**src/rtl/controle_magnetron_param.sv**
```systemverilog
// Microwave magnetron controller: cook-time countdown with pause/resume,
// door interlock and duty-cycle power control of the magnetron enable.
module controle_magnetron_param #(
    parameter int TIME_W       = 8,
    parameter int TICK_DIV     = 4,
    parameter int POWER_LEVELS = 4,
    parameter int PWM_PERIOD   = 8,
    localparam int PWR_W       = $clog2(POWER_LEVELS)
) (
    input  logic              clk,
    input  logic              reset,
    input  logic              starn,
    input  logic              stopn,
    input  logic              clearn,
    input  logic              door_closed,
    input  logic              load,
    input  logic [TIME_W-1:0] load_time,
    input  logic [PWR_W-1:0]  power_sel,
    output logic              mag_on,
    output logic [TIME_W-1:0] time_left,
    output logic [1:0]        state,
    output logic              done
);

    localparam int PRE_W = $clog2(TICK_DIV);
    localparam int PWM_W = (PWM_PERIOD > 1) ? $clog2(PWM_PERIOD) : 1;
    localparam int CMP_W = PWM_W + 1;
    localparam int STEP  = PWM_PERIOD / POWER_LEVELS;

    typedef enum logic [1:0] {
        IDLE  = 2'd0,
        COOK  = 2'd1,
        PAUSE = 2'd2,
        DONE  = 2'd3
    } state_t;

    state_t             state_q, state_d;
    logic [TIME_W-1:0]  time_q, time_d;
    logic [PRE_W-1:0]   presc_q, presc_d;
    logic [PWM_W-1:0]   pwm_q, pwm_d;
    logic [PWR_W-1:0]   pwr_q, pwr_d;
    logic               done_q, done_d;
    logic               halt;
    logic [CMP_W-1:0]   thresh;

    always_ff @(posedge clk or posedge reset) begin
        if (reset) begin
            state_q <= IDLE;
            time_q  <= '0;
            presc_q <= '0;
            pwm_q   <= '0;
            pwr_q   <= '0;
            done_q  <= 1'b0;
        end else begin
            state_q <= state_d;
            time_q  <= time_d;
            presc_q <= presc_d;
            pwm_q   <= pwm_d;
            pwr_q   <= pwr_d;
            done_q  <= done_d;
        end
    end

    always_comb begin
        state_d = state_q;
        time_d  = time_q;
        presc_d = presc_q;
        pwm_d   = pwm_q;
        pwr_d   = pwr_q;
        done_d  = 1'b0;
        halt    = ~door_closed | ~stopn;

        // Each branch chain encodes the event priority: clear, then halt, then start, then load.
        unique case (state_q)
            IDLE: begin
                if (!clearn) begin
                    time_d = '0;
                end else if (!halt) begin
                    if (!starn) begin
                        if (time_q != '0) begin
                            state_d = COOK;
                            presc_d = '0;
                            pwm_d   = '0;
                            pwr_d   = power_sel;
                        end
                    end else if (load) begin
                        time_d = load_time;
                    end
                end
            end
            COOK: begin
                if (!clearn) begin
                    state_d = IDLE;
                    time_d  = '0;
                end else if (halt) begin
                    state_d = PAUSE;
                end else begin
                    pwm_d = (pwm_q == PWM_W'(PWM_PERIOD - 1)) ? '0 : pwm_q + PWM_W'(1);
                    if (presc_q == PRE_W'(TICK_DIV - 1)) begin
                        presc_d = '0;
                        if (time_q <= TIME_W'(1)) begin
                            time_d  = '0;
                            state_d = DONE;
                            done_d  = 1'b1;
                        end else begin
                            time_d = time_q - TIME_W'(1);
                        end
                    end else begin
                        presc_d = presc_q + PRE_W'(1);
                    end
                end
            end
            PAUSE: begin
                if (!clearn) begin
                    state_d = IDLE;
                    time_d  = '0;
                end else if (!halt && !starn) begin
                    // Prescaler keeps its held phase so a paused second is not lost.
                    state_d = COOK;
                    pwm_d   = '0;
                    pwr_d   = power_sel;
                end
            end
            DONE: begin
                if (!clearn || !door_closed) begin
                    state_d = IDLE;
                    time_d  = '0;
                end
            end
            default: state_d = IDLE;
        endcase
    end

    always_comb begin
        thresh    = (CMP_W'(pwr_q) + CMP_W'(1)) * CMP_W'(STEP);
        mag_on    = (state_q == COOK) && door_closed && ({1'b0, pwm_q} < thresh);
        time_left = time_q;
        state     = state_q;
        done      = done_q;
    end

endmodule
```
**config.mk**
```make
export PLATFORM = sky130hd
export DESIGN_NAME = controle_magnetron_param
export DESIGN_NICKNAME = d
export VERILOG_FILES = /design/src/rtl/controle_magnetron_param.sv
export SDC_FILE = /design/constraint.sdc
export NUM_CORES = 1
export LEC_CHECK = 0
export ABC_AREA = 1
export CELL_PAD_IN_SITES_DETAIL_PLACEMENT = 1
export CELL_PAD_IN_SITES_GLOBAL_PLACEMENT = 1
export CORE_MARGIN = 1.5
export CORE_UTILIZATION = 30
export CTS_CLUSTER_SIZE = 25
export DETAILED_ROUTE_END_ITERATION = 10
export PLACE_DENSITY = 0.81
export SLEW_MARGIN = 20
export SYNTH_ARGS = -nofsm -noshare
export SYNTH_HDL_FRONTEND = slang
export SYNTH_SLANG_ARGS = --single-unit
```
**constraint.sdc**
```tcl
create_clock -name clk -period 2.2 [get_ports clk]
set_input_delay 0.33 -clock clk [delete_from_list [all_inputs] [get_ports clk]]
set_output_delay 0.33 -clock clk [all_outputs]
set_load 0.02 [all_outputs]
```
==> impl_metrics.toml, run 1 <==
[yosys]
ys_top_cells_by_count = "nand2_1, nor2_1, inv_1, dfrtp_1, nand3_1"
avgSynthCellArea_um2 = 6.59
async_flop_share = 1.00
yosysSeqAreaShare = 0.335
yosysTopAreaCell = "dfrtp_1"
synthFlopType = "dfrtp_1"
synthTopCellsByArea = "dfrtp_1, nand2_1, ha_1, nor2_1, inv_1"
yosysMostFrequentCell = "nand2_1"
yosysWarningCount = 0
syn_nets = 228
synth_cells = 204
ys_types = 23
synth_edf_count = 0
yosysTopAreaCellShare = 0.335
syn_area_um2 = 1350
yosys_register_bits = 18

[hold_path]
holdCritPathClass = "primary input to async pin"

[layout]
num_antenna_cells = 0
syn2layout_area_growth_pct = 29.7
drive_gt1_frac = 0.118
nNetsFinal = 262
fillers = 580

[setup_path]
critPathMaxFanout = 2
end_kind = "primary output"
crit_type = "flop to primary output"
arrival_ns = 1.71
crit_required_ns = 1.87
worstSetupStartpoint = "pwr_q[1]$_DFFE_PP0P_"
start_kind = "flop"
r2r-start = "time_left[0]$_DFFE_PP0P_"

[grt]
grt_pass1_vias = 1400
track_usage = 0.166
grt_most_used_layer = "met2"
globalRouteMet2Util = 0.271
grt_util_met1 = 0.234
grt-ovfl-total = 0
antenna_found_initial = 0
grt_max_degree = 19
grt_pass1_wl_um = 6550
gr-usage-met3 = 0.0231

[routing]
routedWlPerCell_um = 13.1
num_vias = 1355
drt_iter0_markers = 64
wl_um = 3800
drc = 0
ant_nets = 0
first_pass_iters = 4
viasPerCell = 4.69

[timing]
relSlewSlack = 0.527
skew_ns = 0.00170
rsz0062_at_grt = "false"
fin_crit_ns = 2.04
hold_viol = 0
fin_crit_sh = 0.929
setup_viol_count_final = 0
finalMaxSlewViolations = 0
max_slew.worst_pin.slew_ns = 0.708
clock.fmax_mhz = 489
fin_ws_ns = 0.157

[power]
internal_power_w = 0.00122
p_leak_nw = 0.913
power.density_nw_per_um2 = 1410
total_power_w = 0.00247
p_comb_frac = 0.645
ir_worst_vdd_uv = 525
switching_power_w = 0.00124
clockPowerShare = 0.112
p_seq_frac = 0.243
swShare = 0.504

[die]
floorplan.initialDensity = 0.311
ios = 29
die_area_um2 = 4890
dieHeight_um = 70.0
die_w_um = 70.0
rows = 24
coreArea_um2 = 4320

[clock_network]
cts_tree = "done"
insertion_delay_ns = 0.25
clock-sinks = 18
htree_levels = 1
clk_path_buf_depth = 2
cts-root-buf = "clkbuf_8"
clk_transition_reported_paths_ns = 0.07
cts_inserted_buffers = 3

[status]
status = "completed"

[place]
hpwl_um = 3060
io_buffers = 28
gp_congestion = 0.866
place_ws_ns = -0.00915

[flow_run]
drv_cap = 0
-- final timing paths --
| kind | to | slack [ns] | depth (start not counted) |
|---|---|---|---|
| max | mag_on | 0.16 | 7 |
| min | pwm_q[1]$_DFFE_PP0P_ | 0.49 | 2 |
| max reg2reg | state[0]$_DFFE_PP0P_ | 0.52 | 11 |
| min reg2reg | pwr_q[0]$_DFFE_PP0P_ | 0.50 | 2 |
| max in group asynchronous | state[0]$_DFFE_PP0P_ | 1.27 | 2 |
| min in group clk | pwr_q[0]$_DFFE_PP0P_ | 0.50 | 2 |
-- placed cells by master, fill, tap and decap left out --
cell / count
nand3_1: 15
ha_1: 7
clkbuf_8: 4
nor2_4: 2
nand2_4: 1
xnor2_1: 1
inv_1: 21
buf_2: 1
nor3_1: 3
nor2_1: 22
o21ai_1: 2
nor2_2: 5
o22ai_1: 2
nand2_1: 75
a21oi_1: 4
nand2_2: 3
inv_2: 4
clkdlybuf4s50_1: 27
nand3_2: 1
dfrtp_1: 18
buf_4: 4
o21ai_0: 9
or2_2: 1
a21oi_2: 2
nand4_1: 3
-- final cells by class --
class                      instances  area, µm²  share of cell area
tap                               52       65.1              0.0373
clock buffer                       4       55.1              0.0316
inverter                          25       93.8              0.0538
sequential                        18        450               0.258
multi-input combinational        158        774               0.444
timing repair buffer              32        305               0.175
-- logic make-up (layout without fill, tap and decap cells) --
family / after synthesis / count (layout) / share of synthesized area
flip-flops: 18 / 18 / 0.335
AO/OA/AOI/OAI: 19 / 19 / 0.0781
XOR/XNOR: 1 / 1 / 0.00651
adder cells (fa/ha/maj): 7 / 7 / 0.0651
buffers and inverters: 28 / 61 / 0.0893
AND/OR/NAND/NOR: 131 / 131 / 0.426
-- worst max-delay path, cell delays in order (launching register included) --
cell	delay, ns
dfrtp_1	0.40
ha_1	0.27
inv_1	0.04
ha_1	0.26
o21ai_0	0.09
a21oi_1	0.19
nor2_1	0.05
buf_2	0.15
-- layer usage --
layer,vias to the layer above,wire [µm]
met2,16,1840
met1,633,1850
li1,704,-
met4,0,25
met5,-,0
met3,2,84
-- repair_timing --
action                                  in CTS  in global routing
buffers inserted                             0                  0
endpoints found under the setup margin       1                  1
hold buffers                                 0                  0
pin swaps                                    1                  1
resized for setup                            3                  1
-- registers in the layout (all words and copies together), names as in the netlist --
register   count
done           1
presc_q        2
pwm_q          3
pwr_q          2
state          2
time_left      8
-- power groups by stage --
| stage | Clock (W) | Sequential (W) | Combinational, W |
|---|---|---|---|
| 6_report | 0.000277 | 0.000600 | 0.00159 |
| 5_1_grt | 0.000294 | 0.000620 | 0.00180 |
| 4_1_cts | 0.000284 | 0.000600 | 0.00161 |
| 3_5_place_dp | 0 | 0.000604 | 0.00161 |
| 3_3_place_gp | 0 | 0.000597 | 0.00155 |
| 2_1_floorplan | 0 | 0.000667 | 0.00103 |
-- stage by stage --
stage,utilization,area [µm²],std cells,setup TNS [ns],hold WS [ns]
after floorplan,-,1350,204,0,0.269
after global placement,0.392,1690,285,0,0.467
after detailed placement,0.392,1690,285,-0.00915,0.486
after CTS,0.405,1750,289,0,0.506
after global routing,0.403,1740,289,0,0.537
final,0.403,1740,289,0,0.488
Note: power is estimated with default switching activity, not from simulation.
==> run 2, diff against run 1 <==
CORE_MARGIN = 2   (was 1.5)
==> run 2 against run 1 <==
Global-route usage shrank 0.88 points. Highest routed layer unchanged. Worst hold slack lost 0.0022 ns. Critical path depth unchanged. Clock power is 13% lower. Total power is 0.52% lower. Combinational power about the same. Sequential power about the same. Wire length decreased by 3.0%. Via count down 0.30%. Maximum frequency grew 0.40%. Clock skew decreased by 0.00075 ns.
==> impl_metrics.toml, run 2 (synthesized netlist as in run 1, its figures left out) <==
[status]
status = "completed"

[timing]
fin_crit_sh = 0.925
fin_ws_ns = 0.165
hold_slack_ns = 0.486
tns_ns = 0
clock.fmax_mhz = 491
rsz0062_at_grt = "false"
setup_viol_count_final = 0
relSlewSlack = 0.523
fin_crit_ns = 2.03
hold_viol = 0
skew_ns = 0.000948
max_slew.worst_pin.slew_ns = 0.715
finalMaxSlewViolations = 0

[routing]
drt_iter0_markers = 61
wl_um = 3690
routedWlPerCell_um = 12.8
viasPerCell = 4.69
first_pass_iters = 4
ant_nets = 0
num_vias = 1351
drc = 0

[grt]
grt-ovfl-total = 0
grt_max_degree = 19
antenna_found_initial = 0
grt_pass1_vias = 1324
grt_pass1_wl_um = 6310
track_usage = 0.157

[die]
die_area_um2 = 5040
die_w_um = 71.0
ios = 29
coreArea_um2 = 4320
rows = 24
dieHeight_um = 71.0
floorplan.initialDensity = 0.311

[flow_run]
drv_cap = 0

[clock_network]
htree_levels = 1
postCtsSetupBuffers = 0
clk_path_buf_depth = 2
cts_inserted_buffers = 3
clock-sinks = 18
clk_transition_reported_paths_ns = 0.07
cts-root-buf = "clkbuf_8"
cts_tree = "done"
insertion_delay_ns = 0.26

[power]
p_seq_frac = 0.243
ir_worst_vdd_uv = 504
total_power_w = 0.00245
power.density_nw_per_um2 = 1410
p_comb_frac = 0.658
clockPowerShare = 0.098
swShare = 0.506
p_leak_nw = 0.910
internal_power_w = 0.00121
switching_power_w = 0.00124

[hold_path]
holdCritPathClass = "primary input to async pin"

[place]
hpwl_um = 2950
gp_congestion = 0.888
io_buffers = 28
place_ws_ns = 0.0175

[setup_path]
end_kind = "primary output"
r2r-end = "state[0]$_DFFE_PP0P_"
crit_type = "flop to primary output"
start_kind = "flop"
critPathMaxFanout = 3
r2r-start = "time_left[0]$_DFFE_PP0P_"
r2r_setup_slack_ns = 0.55
reg2regPathDepth = 11
worstSetupStartpoint = "pwr_q[0]$_DFFE_PP0P_"
arrival_ns = 1.70
crit_required_ns = 1.87

[layout]
fin_util = 0.403
layout_commonest_cell = "nand2_1"
nNetsFinal = 262
drive_gt1_frac = 0.114
num_antenna_cells = 0
layout_common_cells = "nand2_1, clkdlybuf4s50_1, nor2_1"
largest_reg_flops = 8
syn2layout_area_growth_pct = 29.6
==> run 2: metrics by stage <==
stage               cells  instance area [µm²]
floorplan             204                 1350
global placement      285                 1710
detailed placement    285                 1710
CTS                   288                 1750
global route          288                 1740
finish                288                 1740
==> run 2: final cells by class <==
cell class                      instances  area (µm²)
Fill cell                             564        2580
Multi-Input combinational cell        158         774
Sequential cell                        18         450
Timing Repair Buffer                   32         318
Inverter                               25        93.8
Tap cell                               52        65.1
Clock buffer                            3        41.3
==> run 2: layer usage <==
layer / wire length [µm] / GRT usage / vias to the layer above
met1: 1890 / 0.232 / 629
met3: 100 / 0.0185 / 2
met5: 0 / 0 / -
met2: 1670 / 0.239 / 18
met4: 25 / 0.0503 / 0
li1: - / - / 702
==> run 2: how the worst max path moves through the flow <==
stage,endpoint,slack [ns],cells past startpoint
after floorplan,mag_on,0.52,6
after detailed placement,mag_on,0.02,7
after global routing,mag_on,0.02,7
after global placement,mag_on,0.09,7
after CTS,mag_on,0.005,7
final,mag_on,0.17,7
==> run 2: worst max-delay path, stage by stage (launching register included) <==
cell and delay, ns:
dfrtp_1 0.40, ha_1 0.29, inv_1 0.04, ha_1 0.25, o21ai_0 0.08, a21oi_1 0.19
nor2_1 0.06, clkbuf_2 0.15
==> run 2: what timing repair did <==
item                       CTS  global route
gates resized for setup      1             2
hold buffers                 0             0
pin swaps                    0             1
setup endpoints to repair    1             1
==> run 2: power by group through the flow <==
stage / clock network (W) / registers [W] / logic, W
2_1_floorplan: 0 / 0.000667 / 0.00103
3_3_place_gp: 0 / 0.000597 / 0.00159
3_5_place_dp: 0 / 0.000604 / 0.00163
4_1_cts: 0.000245 / 0.000600 / 0.00163
5_1_grt: 0.000265 / 0.000620 / 0.00183
6_report: 0.000242 / 0.000597 / 0.00162
